==> config.mk <==
export PLATFORM = sky130hd
export DESIGN_NAME = rom_sched
export DESIGN_NICKNAME = d
export VERILOG_FILES = /design/src/rtl/rom_sched.sv
export SDC_FILE = /design/constraint.sdc
export NUM_CORES = 1
export LEC_CHECK = 0
export BUFFER_PORTS_ARGS = -buffer_cell sky130_fd_sc_hd__buf_2
export CAP_MARGIN = 20
export CORE_AREA = 2 2 93 95
export CTS_CLUSTER_DIAMETER = 40
export DETAILED_ROUTE_END_ITERATION = 10
export DIE_AREA = 0 0 95 97
export GPL_ROUTABILITY_DRIVEN = 0
export PLACE_DENSITY_LB_ADDON = 0.05
export SLEW_MARGIN = 20
export SYNTH_ARGS = -nofsm -noshare
export SYNTH_HDL_FRONTEND = slang
export SYNTH_SLANG_ARGS = --single-unit
==> constraint.sdc <==
create_clock -name clk -period 2 [get_ports clk]
set_clock_uncertainty 0.05 [all_clocks]
set_input_delay 0.2 -clock clk [delete_from_list [all_inputs] [get_ports clk]]
set_output_delay 0.2 -clock clk [all_outputs]
set_load 0.1 [all_outputs]
==> src/rtl/rom_sched.sv <==
// rom_sched -- shared cartridge ROM port scheduler.
//
// Arbitrates one external ROM port between PRG fetches (CPU side) and CHR
// fetches (PPU side). Each 21-bit bank-resolved offset is translated to a
// 22-bit image address past the iNES header. CHR has fixed priority; a PRG
// skip counter forces a PRG grant after MAXSKIP consecutive losses.
//
// Optional feature macro: ROMSCHED_PREFETCH_EN
//   When defined, a one-entry sequential PRG prefetch buffer is built.
//
// Parameters:
//   HDR_BYTES  image bytes preceding PRG data
//   MAXSKIP    consecutive PRG losses before PRG is forced to win (1..15)
//
// Ports:
//   clk, rstn             clock, asynchronous active-low reset
//   prgsize               PRG ROM size in bytes (CHR base = HDR_BYTES + prgsize)
//   flush                 invalidate the prefetch buffer
//   promreq/promaddr      PRG request (level) and offset
//   promdata/promack      PRG data and one-cycle acknowledge
//   cromreq/cromaddr      CHR request (level) and offset
//   cromdata/cromack      CHR data and one-cycle acknowledge
//   romaddr/romreq        external ROM address and request
//   romdata/romack        external ROM data and one-cycle acknowledge
module rom_sched #(
   parameter int HDR_BYTES = 16,
   parameter int MAXSKIP   = 3
) (
   input  logic        clk,
   input  logic        rstn,
   input  logic [21:0] prgsize,
   input  logic        flush,
   input  logic        promreq,
   input  logic [20:0] promaddr,
   output logic [7:0]  promdata,
   output logic        promack,
   input  logic        cromreq,
   input  logic [20:0] cromaddr,
   output logic [7:0]  cromdata,
   output logic        cromack,
   output logic [21:0] romaddr,
   output logic        romreq,
   input  logic [7:0]  romdata,
   input  logic        romack
);

   localparam logic [21:0] HDR_C     = 22'(HDR_BYTES);
   localparam logic [3:0]  MAXSKIP_C = 4'(MAXSKIP);

   typedef enum logic [1:0] {
      ST_IDLE     = 2'd0,
      ST_PRG_WAIT = 2'd1,
      ST_CHR_WAIT = 2'd2,
      ST_PF_WAIT  = 2'd3
   } state_t;

   state_t      state_r, state_nxt_s;
   logic [3:0]  skip_r, skip_nxt_s;
   logic [21:0] romaddr_r, romaddr_nxt_s;
   logic        romreq_r, romreq_nxt_s;
   logic        promack_r, promack_nxt_s;
   logic        cromack_r, cromack_nxt_s;
   logic [7:0]  promdata_r, promdata_nxt_s;
   logic [7:0]  cromdata_r, cromdata_nxt_s;

   logic        prg_pend_s, chr_pend_s, hold_s, grant_prg_s;
   logic [21:0] prg_addr_s, chr_addr_s;

`ifdef ROMSCHED_PREFETCH_EN
   logic [20:0] pf_addr_r, pf_addr_nxt_s;
   logic [7:0]  pf_data_r, pf_data_nxt_s;
   logic        pf_valid_r, pf_valid_nxt_s;
   logic        pf_arm_r, pf_arm_nxt_s;
   logic [20:0] pf_next_r, pf_next_nxt_s;
   logic        pf_kill_r, pf_kill_nxt_s;
   logic [21:0] prgsize_r;
   logic        prgchg_s, pf_clear_s, pf_hit_s, pf_serve_s, pf_drop_s;
`else
   logic        flush_unused_s;
   assign flush_unused_s = flush;
`endif

   // A requester whose ack is on the outputs this cycle still holds req high;
   // that level belongs to the finished transfer, so it is masked. No grant
   // is made in an ack cycle so that both requesters re-arbitrate together.
   assign prg_pend_s  = promreq & ~promack_r;
   assign chr_pend_s  = cromreq & ~cromack_r;
   assign hold_s      = promack_r | cromack_r;
   assign grant_prg_s = prg_pend_s & (~chr_pend_s | (skip_r == MAXSKIP_C));
   assign prg_addr_s  = HDR_C + {1'b0, promaddr};
   assign chr_addr_s  = HDR_C + prgsize + {1'b0, cromaddr};

`ifdef ROMSCHED_PREFETCH_EN
   assign prgchg_s   = (prgsize != prgsize_r);
   assign pf_clear_s = flush | prgchg_s;
   assign pf_hit_s   = prg_pend_s & pf_valid_r & (promaddr == pf_addr_r);
   assign pf_serve_s = prg_pend_s & (promaddr == pf_addr_r) & ~pf_kill_r & ~pf_clear_s;
   assign pf_drop_s  = pf_kill_r | pf_clear_s | (prg_pend_s & (promaddr != pf_addr_r));
`endif

   // Next-state, grant and output computation.
   always_comb begin
      state_nxt_s    = state_r;
      skip_nxt_s     = skip_r;
      romaddr_nxt_s  = romaddr_r;
      romreq_nxt_s   = romreq_r;
      promack_nxt_s  = 1'b0;
      cromack_nxt_s  = 1'b0;
      promdata_nxt_s = promdata_r;
      cromdata_nxt_s = cromdata_r;
`ifdef ROMSCHED_PREFETCH_EN
      pf_addr_nxt_s  = pf_addr_r;
      pf_data_nxt_s  = pf_data_r;
      pf_valid_nxt_s = pf_valid_r;
      pf_arm_nxt_s   = pf_arm_r;
      pf_next_nxt_s  = pf_next_r;
      pf_kill_nxt_s  = pf_kill_r;
`endif
      case (state_r)
         ST_IDLE: begin
            if (hold_s) begin
               state_nxt_s = ST_IDLE;
            end
`ifdef ROMSCHED_PREFETCH_EN
            else if (pf_hit_s) begin
               // Buffer hit: answer without the ROM; a waiting CHR may still launch.
               promack_nxt_s  = 1'b1;
               promdata_nxt_s = pf_data_r;
               skip_nxt_s     = 4'd0;
               if (chr_pend_s) begin
                  romreq_nxt_s  = 1'b1;
                  romaddr_nxt_s = chr_addr_s;
                  state_nxt_s   = ST_CHR_WAIT;
               end else begin
                  state_nxt_s = ST_IDLE;
               end
            end
`endif
            else if (grant_prg_s) begin
               romreq_nxt_s  = 1'b1;
               romaddr_nxt_s = prg_addr_s;
               skip_nxt_s    = 4'd0;
               state_nxt_s   = ST_PRG_WAIT;
            end else if (chr_pend_s) begin
               romreq_nxt_s  = 1'b1;
               romaddr_nxt_s = chr_addr_s;
               state_nxt_s   = ST_CHR_WAIT;
               if (prg_pend_s && (skip_r != MAXSKIP_C)) begin
                  skip_nxt_s = skip_r + 4'd1;
               end else begin
                  skip_nxt_s = skip_r;
               end
            end
`ifdef ROMSCHED_PREFETCH_EN
            else if (pf_arm_r) begin
               romreq_nxt_s   = 1'b1;
               romaddr_nxt_s  = HDR_C + {1'b0, pf_next_r};
               pf_addr_nxt_s  = pf_next_r;
               pf_valid_nxt_s = 1'b0;
               pf_arm_nxt_s   = 1'b0;
               pf_kill_nxt_s  = 1'b0;
               state_nxt_s    = ST_PF_WAIT;
            end
`endif
            else begin
               state_nxt_s = ST_IDLE;
            end
         end
         ST_PRG_WAIT: begin
            if (romack) begin
               romreq_nxt_s   = 1'b0;
               promack_nxt_s  = 1'b1;
               promdata_nxt_s = romdata;
               state_nxt_s    = ST_IDLE;
`ifdef ROMSCHED_PREFETCH_EN
               pf_next_nxt_s  = promaddr + 21'd1;
               pf_arm_nxt_s   = 1'b1;
`endif
            end else begin
               state_nxt_s = ST_PRG_WAIT;
            end
         end
         ST_CHR_WAIT: begin
            if (romack) begin
               romreq_nxt_s   = 1'b0;
               cromack_nxt_s  = 1'b1;
               cromdata_nxt_s = romdata;
               state_nxt_s    = ST_IDLE;
            end else begin
               state_nxt_s = ST_CHR_WAIT;
            end
         end
`ifdef ROMSCHED_PREFETCH_EN
         ST_PF_WAIT: begin
            if (romack) begin
               romreq_nxt_s = 1'b0;
               state_nxt_s  = ST_IDLE;
               if (pf_serve_s) begin
                  // A PRG request for the byte in flight is answered straight from romdata.
                  promack_nxt_s  = 1'b1;
                  promdata_nxt_s = romdata;
                  skip_nxt_s     = 4'd0;
                  pf_next_nxt_s  = pf_addr_r + 21'd1;
                  pf_arm_nxt_s   = 1'b1;
               end else begin
                  pf_arm_nxt_s = pf_arm_r;
               end
               if (pf_drop_s) begin
                  pf_valid_nxt_s = 1'b0;
               end else begin
                  pf_valid_nxt_s = 1'b1;
                  pf_data_nxt_s  = romdata;
               end
            end else begin
               state_nxt_s   = ST_PF_WAIT;
               pf_kill_nxt_s = pf_kill_r | pf_clear_s;
            end
         end
`endif
         default: begin
            state_nxt_s  = ST_IDLE;
            romreq_nxt_s = 1'b0;
         end
      endcase
`ifdef ROMSCHED_PREFETCH_EN
      pf_valid_nxt_s = pf_valid_nxt_s & ~pf_clear_s;
`endif
   end

   // State and registered-output update.
   always_ff @(posedge clk or negedge rstn) begin
      if (!rstn) begin
         state_r    <= ST_IDLE;
         skip_r     <= 4'd0;
         romaddr_r  <= 22'd0;
         romreq_r   <= 1'b0;
         promack_r  <= 1'b0;
         cromack_r  <= 1'b0;
         promdata_r <= 8'd0;
         cromdata_r <= 8'd0;
      end else begin
         state_r    <= state_nxt_s;
         skip_r     <= skip_nxt_s;
         romaddr_r  <= romaddr_nxt_s;
         romreq_r   <= romreq_nxt_s;
         promack_r  <= promack_nxt_s;
         cromack_r  <= cromack_nxt_s;
         promdata_r <= promdata_nxt_s;
         cromdata_r <= cromdata_nxt_s;
      end
   end

`ifdef ROMSCHED_PREFETCH_EN
   // Prefetch buffer and prgsize tracking registers.
   always_ff @(posedge clk or negedge rstn) begin
      if (!rstn) begin
         pf_addr_r  <= 21'd0;
         pf_data_r  <= 8'd0;
         pf_valid_r <= 1'b0;
         pf_arm_r   <= 1'b0;
         pf_next_r  <= 21'd0;
         pf_kill_r  <= 1'b0;
         prgsize_r  <= 22'd0;
      end else begin
         pf_addr_r  <= pf_addr_nxt_s;
         pf_data_r  <= pf_data_nxt_s;
         pf_valid_r <= pf_valid_nxt_s;
         pf_arm_r   <= pf_arm_nxt_s;
         pf_next_r  <= pf_next_nxt_s;
         pf_kill_r  <= pf_kill_nxt_s;
         prgsize_r  <= prgsize;
      end
   end
`endif

   assign romaddr  = romaddr_r;
   assign romreq   = romreq_r;
   assign promack  = promack_r;
   assign cromack  = cromack_r;
   assign promdata = promdata_r;
   assign cromdata = cromdata_r;

endmodule

==> metrics <==
CP endpoint=romaddr[13]$_DFFE_PN0P_; pin count of the biggest net entering global routing=36; worst setup path startpoint=prgsize[10]; die width=95 um; Post-synth top flop=dfrtp_1; min cycle time layout=a little over 2 ns; hold slack=~0.088 ns; clock latency on the worst-skew pair=about 0.3 ns; global-route wire length before repair=between 15 and 20 mm; max-slew violations=0; crit-path max cell delay=~0.35 ns; Reg clk slew, reported paths=0.10 ns; global route overflow=0; Async SR Flop Fraction=1.00; Synth-to-Final Area Change=42.9%; Sink Count=47; Leakage=roughly 0.0026 uW; Seq/Total Area, Yosys=0.315; Slew @ Worst Pin=a little under 0.8 ns; syn nets=between 500 and 600; Die Height=a little under 100 um; post-synthesis cell count=406; worst r2r src=skip_r[1]$_DFFE_PN0P_; number of H-tree levels=2; CTS tree=built; reg-to-reg slack, setup=-0.01 ns; Total Wirelength=10.4 mm; crit path DAT=around 2.2 ns; Crit path required time=2.14 ns; status=finished with violations; Final Cycle Share=1.01; core region area=between 0.008 and 0.009 mm^2; Worst Reg-to-Reg Cells=7; CTS max path bufs=2; die area=a little over 0.009 mm^2; Seq cells post-synth=between 40 and 50; Cell variety after synth=58; most frequent cells in the layout=buf_2 (116), buf_4 (71), nand2_1 (45), dfrtp_1 (45), ha_1 (30); Yosys warnings=0; Max VDD drop=around 1000 uV; starting density of the core=0.459; crit path cell chain=buf_2 > ha_4 > ha_4 > nand4_1 > nor4_2 > nor2_2 > buf_6 > buf_4 > a21bo_2 > a31oi_1 > o21ai_1; layout cell share with drive strength beyond 1=0.435; CTS buffer count=5; syn avg cell area=just over 9 um^2; row cnt=33; hold depth=2; Crit path max-delay family=simple AND/OR/NAND/NOR gates; routed len/inst=about 15 um; Via density=between 5 and 6; initial antenna violation count=0; DP Worst Slack=-0.454 ns; initial detailed-routing violation count=roughly 150; Final ANT Viol Nets=0; global route hottest layer=met2; Crit Path Class=input port to flip-flop; Post-synth EDFFs=0; CTS Root Cell=clkbuf_8; Max Freq=494 MHz; Buf/Inv on CP=3; failing checks=negative setup slack; slowest CP cell=nor4_2; Port Buffers=between 100 and 150; startpoint types=input port; Non-Filler Instances=700; crit end category=flip-flop; ant diodes=0; worst setup margin=-0.0256 ns; routed vias=between 3,000 and 4,000; Worst path depth=11; GR Util All Layers=0.226; First-pass DRT Iterations=4; DR DRC count=0; Slew HR=0.479; MaxCap Viol Count=0; grt met3 use=0.0249; R2R Path End=romaddr[20]$_DFFE_PN0P_; vias in the first global route=3,728; pwr dens=roughly 1500 mW/mm^2; met1 usage=0.321; mapped cell area=approximately 0.0037 mm^2; IO Count=approximately 120; Fill cells=710; Worst Path Max Fanout=5; most common cell after layout, fill and taps aside=buf_2; Most common cell on crit path=ha_4; GR Layer Usage met2=0.368; Layout Nets=720; RSZ-0062 raised after global routing=yes; final hold vios=0; Setup-failing EPs final=3; Post-DP HPWL=8.36 mm; Inst Count DP=between 600 and 700; Worst Hold Class=input port to flip-flop
==> per-layer routing <==
layer | part of all wire | vias up
li1 | - | 1875
met1 | 0.47 | 1806
met2 | 0.47 | 113
met3 | 0.049 | 8
met4 | 0.0091 | 0
met5 | 0 | -
==> worst reg2reg max path, stage by stage (launching register included) <==
cell and delay, ns:
dfrtp_1 0.37, ha_2 0.18, or3b_4 0.39, a211o_4 0.39, nand2_8 0.10, nor3b_2 0.06, a2111oi_2 0.28, nand2_1 0.08
==> cells in the mapped netlist, drive strengths merged (4+ instances only) <==
cell	count	area share
dfrtp	47	0.31
o21ai	35	0.047
a22oi	10	0.020
a211oi	7	0.017
inv	16	0.016
a21oi	23	0.031
buf	8	0.015
xor2	7	0.016
o31ai	7	0.014
and3	5	0.0084
nor3	9	0.012
mux2	16	0.048
nand4	9	0.017
xnor2	15	0.035
nor2	24	0.024
mux2i	6	0.016
o21a	6	0.012
nor2b	4	0.0067
ha	47	0.16
nand2	46	0.051
a21o	4	0.0080
nand3	12	0.016
==> timing repair <==
| item | in CTS | in global routing |
|---|---|---|
| cloned | 0 | 0 |
| resized for setup | 22 | 17 |
| hold endpoints to repair | 33 | 0 |
| hold buffers | 1 | 0 |
| pin swaps | 4 | 8 |
| endpoints found under the setup margin | 21 | 18 |
| setup buffers | 2 | 5 |
==> final cells by class <==
cell class              count  area, um^2  area share
inverters                  16        60.1      0.0112
clock buffers               5        68.8      0.0129
flip-flops and latches     47        1180       0.221
clock inverters             3        27.5     0.00516
multi-input cells         332        2700       0.506
well taps                 105         131      0.0246
repair buffers            192        1170       0.219
==> report_power, final <==
group / switching (uW) / leakage, uW / internal, uW
logic: 4300 / 0.00195 / 1420
registers: 258 / 0.000573 / 1420
clock network: 360 / 0.0000467 / 260
total: 4920 / 0.00257 / 3100
==> worst min-delay path by stage <==
stage	startpoint	end
CTS	romdata[0]	promdata[0]$_DFFE_PN0P_
global route	romdata[7]	cromdata[7]$_DFFE_PN0P_
floorplan	rstn	cromack$_DFF_PN0_
global placement	rstn	promdata[0]$_DFFE_PN0P_
detailed placement	rstn	promdata[0]$_DFFE_PN0P_
finish	romdata[4]	cromdata[4]$_DFFE_PN0P_
==> registers in the layout, indices dropped and copies added (netlist names) <==
name	count
skip_r	4
cromdata	8
promack	1
cromack	1
state_r	2
romaddr	22
promdata	8
romreq	1
==> cell families after synthesis <==
kind of cell,Yosys count,synth area share
buf+inv,27,0.0341
simple gates,127,0.171
compound gates,113,0.202
fa+ha+maj,48,0.163
mux,22,0.0643
xor+xnor,22,0.0516
flops,47,0.315
==> through the flow <==
step | power [uW] | instance area [um^2] | utilization | TNS [ns]
2_1_floorplan | 6030 | 3810 | - | -0.388
3_3_place_gp | 7210 | 4960 | 0.610 | -4.19
3_5_place_dp | 7300 | 4960 | 0.610 | -4.67
4_1_cts | 8000 | 5260 | 0.646 | -0.0649
5_1_grt | 8440 | 5340 | 0.656 | -1.12
6_report | 8020 | 5340 | 0.656 | -0.0611
(Power assumes the default switching activity.)
